File: config.mk
export PLATFORM = sky130hd
export DESIGN_NAME = bitwise_gate_pipe
export DESIGN_NICKNAME = d
export VERILOG_FILES = /design/src/rtl/bitwise_gate_pipe_pkg.sv /design/src/rtl/bitwise_gate_pipe_stage.sv /design/src/rtl/bitwise_gate_pipe.sv
export SDC_FILE = /design/constraint.sdc
export NUM_CORES = 1
export LEC_CHECK = 0
export CAP_MARGIN = 20
export CORE_ASPECT_RATIO = 0.6
export CORE_MARGIN = 2
export CORE_UTILIZATION = 53
export DETAILED_ROUTE_END_ITERATION = 10
export PLACE_DENSITY = 0.83
export SYNTH_ARGS = -nofsm -noshare
export SYNTH_HDL_FRONTEND = slang
export SYNTH_HIERARCHICAL = 1
export SYNTH_SLANG_ARGS = --single-unit
File: constraint.sdc
create_clock -name Clock -period 3 [get_ports Clock]
set_clock_uncertainty 0.2 [all_clocks]
set_input_delay 0.3 -clock Clock [delete_from_list [all_inputs] [get_ports Clock]]
set_output_delay 0.3 -clock Clock [all_outputs]
set_load 0.01 [all_outputs]
File: src/rtl/bitwise_gate_pipe_pkg.sv
// Shared constants for the pipelined bitwise gate bus: op-select codes and
// pipeline depth limits.
package bitwise_gate_pipe_pkg;

  localparam logic [2:0] MODE_NOT  = 3'b000;
  localparam logic [2:0] MODE_AND  = 3'b001;
  localparam logic [2:0] MODE_OR   = 3'b010;
  localparam logic [2:0] MODE_XOR  = 3'b011;
  localparam logic [2:0] MODE_NAND = 3'b100;
  localparam logic [2:0] MODE_NOR  = 3'b101;
  localparam logic [2:0] MODE_XNOR = 3'b110;
  localparam logic [2:0] MODE_PASS = 3'b111;

  localparam int unsigned MAX_STAGES = 4;
  // Occupancy must be able to represent 0..MAX_STAGES.
  localparam int unsigned OCC_W      = $clog2(MAX_STAGES + 1);

endpackage

File: src/rtl/bitwise_gate_pipe_stage.sv
// One elastic register stage: holds a valid bit, a data word and its Zero flag.
// A stage can take a new item when it is empty or when its item is leaving.
module gate_pipe_stage #(
  parameter int unsigned W = 8
) (
  input  logic         clk_i,
  input  logic         rst_i,
  input  logic         flush_i,
  input  logic         up_valid_i,
  input  logic [W-1:0] up_data_i,
  input  logic         up_zero_i,
  input  logic         down_ready_i,
  output logic         up_ready_o,
  output logic         valid_o,
  output logic [W-1:0] data_o,
  output logic         zero_o
);

  logic         v_q, v_d;
  logic [W-1:0] d_q, d_d;
  logic         z_q, z_d;
  logic         load;
  logic         leave;

  assign up_ready_o = ~v_q | down_ready_i;
  assign load       = up_valid_i & up_ready_o & ~flush_i;
  assign leave      = v_q & down_ready_i;

  always_comb begin
    v_d = v_q;
    d_d = d_q;
    z_d = z_q;
    if (flush_i) begin
      v_d = 1'b0;
    end else if (load) begin
      v_d = 1'b1;
      d_d = up_data_i;
      z_d = up_zero_i;
    end else if (leave) begin
      v_d = 1'b0;
    end
  end

  // Zero resets to 1 so that the idle output reads Result=0, Zero=1.
  always_ff @(posedge clk_i or posedge rst_i) begin
    if (rst_i) begin
      v_q <= 1'b0;
      d_q <= '0;
      z_q <= 1'b1;
    end else begin
      v_q <= v_d;
      d_q <= d_d;
      z_q <= z_d;
    end
  end

  assign valid_o = v_q;
  assign data_o  = d_q;
  assign zero_o  = z_q;

endmodule

File: src/rtl/bitwise_gate_pipe.sv
// Multi-function bitwise gate feeding an elastic pipeline of NrOfStages stages.
// Handshake: a transfer happens on any edge where valid & ready are both high.
module bitwise_gate_pipe
  import bitwise_gate_pipe_pkg::*;
#(
  parameter int unsigned NrOfBits   = 8,
  parameter int unsigned NrOfStages = 2
) (
  input  logic                Clock,
  input  logic                Reset,
  input  logic                Flush,
  input  logic                In_Valid,
  output logic                In_Ready,
  input  logic [NrOfBits-1:0] Input_1,
  input  logic [NrOfBits-1:0] Input_2,
  input  logic [2:0]          Mode,
  output logic                Out_Valid,
  input  logic                Out_Ready,
  output logic [NrOfBits-1:0] Result,
  output logic                Zero,
  output logic [OCC_W-1:0]    Occupancy
);

  localparam int unsigned LAST = NrOfStages - 1;

  logic [NrOfBits-1:0] op_res;
  logic                op_zero;

  logic                v   [NrOfStages];
  logic [NrOfBits-1:0] d   [NrOfStages];
  logic                z   [NrOfStages];
  logic                rdy [NrOfStages];

  always_comb begin
    op_res = Input_1;
    unique case (Mode)
      MODE_NOT:  op_res = ~Input_1;
      MODE_AND:  op_res = Input_1 & Input_2;
      MODE_OR:   op_res = Input_1 | Input_2;
      MODE_XOR:  op_res = Input_1 ^ Input_2;
      MODE_NAND: op_res = ~(Input_1 & Input_2);
      MODE_NOR:  op_res = ~(Input_1 | Input_2);
      MODE_XNOR: op_res = ~(Input_1 ^ Input_2);
      MODE_PASS: op_res = Input_1;
      default:   op_res = Input_1;
    endcase
  end

  assign op_zero = (op_res == '0);

  for (genvar k = 0; k < NrOfStages; k++) begin : g_stage
    logic                up_valid;
    logic [NrOfBits-1:0] up_data;
    logic                up_zero;
    logic                down_ready;

    if (k == 0) begin : g_first
      assign up_valid = In_Valid;
      assign up_data  = op_res;
      assign up_zero  = op_zero;
    end else begin : g_mid
      assign up_valid = v[k-1];
      assign up_data  = d[k-1];
      assign up_zero  = z[k-1];
    end

    // Ready ripples back combinationally so a streaming pipe never bubbles.
    if (k == LAST) begin : g_tail
      assign down_ready = Out_Ready;
    end else begin : g_inner
      assign down_ready = rdy[k+1];
    end

    gate_pipe_stage #(
      .W(NrOfBits)
    ) u_stage (
      .clk_i       (Clock),
      .rst_i       (Reset),
      .flush_i     (Flush),
      .up_valid_i  (up_valid),
      .up_data_i   (up_data),
      .up_zero_i   (up_zero),
      .down_ready_i(down_ready),
      .up_ready_o  (rdy[k]),
      .valid_o     (v[k]),
      .data_o      (d[k]),
      .zero_o      (z[k])
    );
  end

  assign In_Ready  = rdy[0] & ~Flush;
  assign Out_Valid = v[LAST];
  assign Result    = d[LAST];
  assign Zero      = z[LAST];

  always_comb begin
    Occupancy = '0;
    for (int k = 0; k < NrOfStages; k++) begin
      Occupancy = Occupancy + OCC_W'(v[k]);
    end
  end

endmodule
# After elaboration in Yosys (flattened, before gate mapping)
# Index checks and enable logic that the tools add are counted.
# totals
inputBits	24
regBits	20
# classes
eq_ne	7
n_mux	7
n_bitwise	18
reduce_logical	6
add_sub_neg	1
# op_table
operator	n
8-bit one-hot mux with 8 select lines	1
8-bit inverter	4
3-bit equality test, second input constant	4
8-bit AND	1
8-bit logical NOT	1
8-bit OR	1
8-bit XOR	1
1-bit AND	6
3-bit by 2-bit equality test with 1-bit output, second input constant	2
1-bit two-way mux	6
3-bit nonzero test	2
2-bit AND reduction	2
3-bit by 1-bit equality test with 1-bit output, second input constant	1
3-bit logical NOT	1
1-bit inverter	3
1-bit by 1-bit adder with 2-bit output	1
1-bit OR	2

# Depth between registers and ports, before layout
# logic_depth
depth_word	7
mapped_depth	9
depth_no_buf	9

# Hierarchy
# The synthesis kept the hierarchy.
# modules_own_cells
mod	area_each_um2	cells_each	seq_area_each_um2	instances
bitwise_gate_pipe	949.7	141	0.0	1
gate_pipe_stage	405.4	26	251.5	2

# Worst setup path before layout
# Ideal clock, no wire load.
# synth_timing
path_kind	in2reg
startpoint	input port Input_1[1]
endpoint	register g_stage[0].u_stage.z_q
slack_ps	904
cell_stages	8
setup_time_ps	82
required_ps	2718
n_path_buf	0
t_arrival_ps	1814
cell_sequence	inv_1 > ha_1 > nor2b_1 > mux4_2 > a21oi_1 > nor4_2 > nor4b_2 > mux2_2
# synth_between
elab_chain_cells	4
elab_cells_between_ends	9
# synth_rtl
item	line_no	source
start: declaration	bitwise_gate_pipe.sv:14	input logic [NrOfBits-1:0] Input_1,
8-bit XOR (tied with other cells)	bitwise_gate_pipe.sv:40, bitwise_gate_pipe.sv:43	
8-bit inverter, on equally long branches	bitwise_gate_pipe.sv:43, bitwise_gate_pipe.sv:41, bitwise_gate_pipe.sv:42	
8-bit one-hot mux with 8 select lines (*)	bitwise_gate_pipe.sv:36	unique case (Mode)
net g_stage[0].up_data[1]	bitwise_gate_pipe.sv:53	logic [NrOfBits-1:0] up_data;
8-bit logical NOT (*)	bitwise_gate_pipe.sv:49	assign op_zero = (op_res == '0);
net g_stage[0].up_zero	bitwise_gate_pipe.sv:54	logic up_zero;
end signal: assignment	bitwise_gate_pipe_stage.sv:53	z_q <= z_d;
end: declaration	bitwise_gate_pipe_stage.sv:21	logic z_q, z_d;
# The timed path passes the listed nets; every way through them passes the cells marked *.
# A chain may end at the register's enable or synchronous reset.

# Final worst setup path
# layout_timing
startpoint	input port Input_1[2]
endpoint	register g_stage[0].u_stage.z_q
# layout_between
elab_chain_cells	4
elab_cells_between_ends	9
# layout_rtl
item	line_no
8-bit XOR (tied with other cells)	bitwise_gate_pipe.sv:40, bitwise_gate_pipe.sv:43
8-bit inverter, on equally long branches	bitwise_gate_pipe.sv:43, bitwise_gate_pipe.sv:41, bitwise_gate_pipe.sv:42
8-bit one-hot mux with 8 select lines (*)	bitwise_gate_pipe.sv:36
8-bit logical NOT (*)	bitwise_gate_pipe.sv:49
net g_stage[0].up_zero	bitwise_gate_pipe.sv:54
# Marked as above.

==> run_results.csv <==
group,metric,value,unit
synthesis,main_combinational_cell_family_by_area_after_synthesis,"compound AO/OA/AOI/OAI gates",
detailed_routing,drt_first_iter_violations,50,
clocking,clkLatencyLatePin,250,ps
synthesis,synthSimpleGateAreaFrac,14.6,%
grt,grt_max_degree,16,
floorplan,io_pins,38,
synthesis,synth_adder_area_share,12.1,%
place,finalWeightedCongestion,0.807,
sta,worst_slew_pin_slew,720,ps
clocking,numCtsBuffers,3,
power_and_ir_drop,power-per-cell-area,415,nW/um^2
clocking,cts_num_sinks,20,
synthesis,ys_ff_latch,20,
clocking,clock_transition_at_path_regs,70,ps
detailed_routing,vias_per_cell,5.36,
synthesis,synthesis.area_per_instance,9.12,sq um
grt,grt_pass1_wl,6010,microns
worst_setup_path,critPathMaxFanout,4,
synthesis,yosys.cell_types.count,42,
sta,maxSlewHeadroom,51.8,%
worst_setup_path,worst-endpoint-required,3000,ps
detailed_routing,route.final.wire_length,3270,microns
detailed_routing,num_vias,1462,
clocking,postCtsResizedCells,0,
synthesis,ys_warn_count,6,
detailed_routing,drt_pass1_iterations,4,
detailed_routing,drt-wirelength-per-cell,12.0,microns
synthesis,synth_xor_area_share,0,%
power_and_ir_drop,max-vdd-ir-drop,0.000348,V
clocking,ctsRootBufferMaster,"sky130_fd_sc_hd__clkbuf_8",
layout,syn2layout_area_growth,23.7,%
run_status,run_status,"finished clean",
synthesis,post_synth_mux_area_share,16.2,%
synthesis,ys_dominant_reg_cell,"sky130_fd_sc_hd__dfrtp_1",
place,place_worst_setup_slack,249,ps
sta,report.final.slew_viol_count,0,
synthesis,synth_compound_gate_area_share,17.8,%
sta,setup_violations,0,
layout,share_of_cells_above_drive_strength_1,17.5,%
worst_hold_path,holdCritPathClass,"input port to asynchronous set/reset pin",
synthesis,seq_area_frac_synth,28.6,%
sta,timing_hold_violations_final,0,
floorplan,start_util,54.6,%
synthesis,synth_net_count,234,
clocking,cts-root-to-sink-buffers,2,
grt,overflow,0,
clocking,cts_post_setup_buffers_inserted,0,
layout,insertedDiodeCount,0,
synthesis,synthesis.area,1760,sq um
place,place_inst,269,
floorplan,floorplan.core_area,3220,sq um
synthesis,post_synth_inst_count,193,
synthesis,edff_count_synth,0,
floorplan,die-width,78.4,microns
sta,clock.fmax,0.404,GHz
sta,final.period_utilization,82.5,%
layout,final-instance-count-excl-fill,273,
flow_run,maxCapViolations,0,
grt,globalRouteTotalUtil,19.2,%
clocking,hold_buf_cts,0,
place,portBuffers,36,
sta,totalNegativeSetupSlack,0,ps
grt,first_global_vias,1397,
worst_setup_path,reg2reg_from,"g_stage[1].u_stage/valid_o",
layout,final_core_util,67.5,%
place,post-dp-hpwl,2690,microns
sta,final.min_clock_period,2480,ps
detailed_routing,antenna_left,0,
sta,rsz0062_at_grt,"false",
clocking,h_tree_levels,1,
layout,finalNetCount,270,
worst_setup_path,setup.worst_path.start_class,"input port",
power_and_ir_drop,leakage_power_total,0.955,nW
worst_setup_path,critical_path.startpoint,"Input_1[2]",
detailed_routing,drc_errors,0,
floorplan,rows,16,
grt,antenna_found_initial,0,
worst_setup_path,worst_ep_arrival,2470,ps
clocking,tritoncts_clock_tree,"done",
synthesis,synthArstFlopShare,100,%
worst_setup_path,end_kind,"flip-flop",
floorplan,design.die.area,3810,sq um
floorplan,die_y,48.6,microns
sta,postLayoutSetupSlackWorst,524,ps
worst_setup_path,setup.worst_path.class,"input port to flip-flop",
[per-layer routing]
metal  share of wire (%)  global-route usage, %
met4                   0                   1.75
met2                  43                   31.3
met3                 4.6                   5.04
met5                   0                      0
met1                  52                   26.9
[cell usage in the layout (no fill, tap or decap), types with 2 or more instances in the layout]
cell type,instances
sky130_fd_sc_hd__o21ai_1,2
sky130_fd_sc_hd__nand2_1,10
sky130_fd_sc_hd__nand2b_1,2
sky130_fd_sc_hd__nor3b_2,2
sky130_fd_sc_hd__nor2b_4,2
sky130_fd_sc_hd__o2bb2ai_1,2
sky130_fd_sc_hd__a21oi_1,12
sky130_fd_sc_hd__clkdlybuf4s50_1,36
sky130_fd_sc_hd__dfrtp_1,18
sky130_fd_sc_hd__o221ai_1,2
sky130_fd_sc_hd__clkbuf_8,3
sky130_fd_sc_hd__o21a_1,4
sky130_fd_sc_hd__mux2i_1,6
sky130_fd_sc_hd__o21ai_0,13
sky130_fd_sc_hd__buf_4,6
sky130_fd_sc_hd__dfstp_2,2
sky130_fd_sc_hd__a221oi_1,2
sky130_fd_sc_hd__nor2b_1,2
sky130_fd_sc_hd__nand3_1,5
sky130_fd_sc_hd__nor2_1,17
sky130_fd_sc_hd__mux2_2,18
sky130_fd_sc_hd__o211ai_1,3
sky130_fd_sc_hd__ha_1,17
sky130_fd_sc_hd__inv_2,2
sky130_fd_sc_hd__inv_1,23
[cell type report]
| type | count | area, sq um |
|---|---|---|
| repair buffers | 42 | 405 |
| multi-input cells | 137 | 1070 |
| inverters | 25 | 93.8 |
| flip-flops and latches | 20 | 503 |
| fillers | 271 | 1050 |
| clock buffers | 4 | 45.0 |
| well taps | 45 | 56.3 |
[through the flow]
stage / power, mW / hold WS [ps] / cell area (sq um)
detailed placement: 0.737 / 293 / 2130
global placement: 0.728 / 287 / 2130
global route: 0.968 / 187 / 2180
finish: 0.904 / 145 / 2180
floorplan: 0.576 / -60.5 / 1760
CTS: 0.911 / 161 / 2180
[Yosys cell counts (3+ instances only)]
| cell | instances | area [sq um] |
|---|---|---|
| sky130_fd_sc_hd__nand3_1 | 5 | 25.0 |
| sky130_fd_sc_hd__o211ai_1 | 3 | 22.5 |
| sky130_fd_sc_hd__nand2_1 | 10 | 37.5 |
| sky130_fd_sc_hd__a21oi_1 | 12 | 60.1 |
| sky130_fd_sc_hd__buf_2 | 3 | 15.0 |
| sky130_fd_sc_hd__mux2i_1 | 6 | 60.1 |
| sky130_fd_sc_hd__buf_6 | 5 | 56.3 |
| sky130_fd_sc_hd__inv_1 | 23 | 86.3 |
| sky130_fd_sc_hd__o21a_1 | 4 | 30.0 |
| sky130_fd_sc_hd__ha_1 | 17 | 213 |
| sky130_fd_sc_hd__dfrtp_1 | 18 | 450 |
| sky130_fd_sc_hd__nor2_1 | 17 | 63.8 |
| sky130_fd_sc_hd__mux2_2 | 18 | 203 |
| sky130_fd_sc_hd__o21ai_0 | 13 | 65.1 |
[power by group]
group          internal [mW]  leakage [nW]  total [mW]  switching (mW)
clock network         0.0942        0.0228       0.174          0.0801
registers              0.337         0.236       0.370          0.0330
logic                  0.210         0.696       0.360           0.150
total                  0.641         0.955       0.904           0.263
[final timing paths]
| kind | to | slack [ps] | cells past startpoint |
|---|---|---|---|
| max reg2reg | g_stage[0].u_stage/data_o[2] | 1010 | 5 |
| min in group Clock | g_stage[1].u_stage/data_o[7] | 310 | 1 |
| max in group asynchronous | g_stage[0].u_stage/zero_o | 2130 | 2 |
| max | g_stage[0].u_stage/zero_o | 520 | 9 |
| min | g_stage[1].u_stage/data_o[3] | 150 | 2 |
| min reg2reg | g_stage[1].u_stage/data_o[7] | 310 | 1 |
[critical path, stage by stage]
cell and delay (ps):
sky130_fd_sc_hd__clkdlybuf4s50_1 540, sky130_fd_sc_hd__inv_1 70, sky130_fd_sc_hd__ha_1 340, sky130_fd_sc_hd__o32ai_2 270, sky130_fd_sc_hd__o21ai_1 110, sky130_fd_sc_hd__o32a_1 360, sky130_fd_sc_hd__nor4_2 110, sky130_fd_sc_hd__nor4b_2 200
sky130_fd_sc_hd__mux2_2 180
[logic make-up after synthesis]
kind of cell / after synthesis
flip-flops: 20
AO/OA/AOI/OAI: 48
buffers and inverters: 36
other: 1
AND/OR/NAND/NOR: 46
multiplexers: 25
adder cells (fa/ha/maj): 17
[state kept, by name, summed over array words and instances, names as in the netlist]
signal,count
g_stage.u_stage/data_o,16
g_stage.u_stage/valid_o,2
g_stage.u_stage/zero_o,2
No activity file was read; power rests on OpenSTA's default activity.
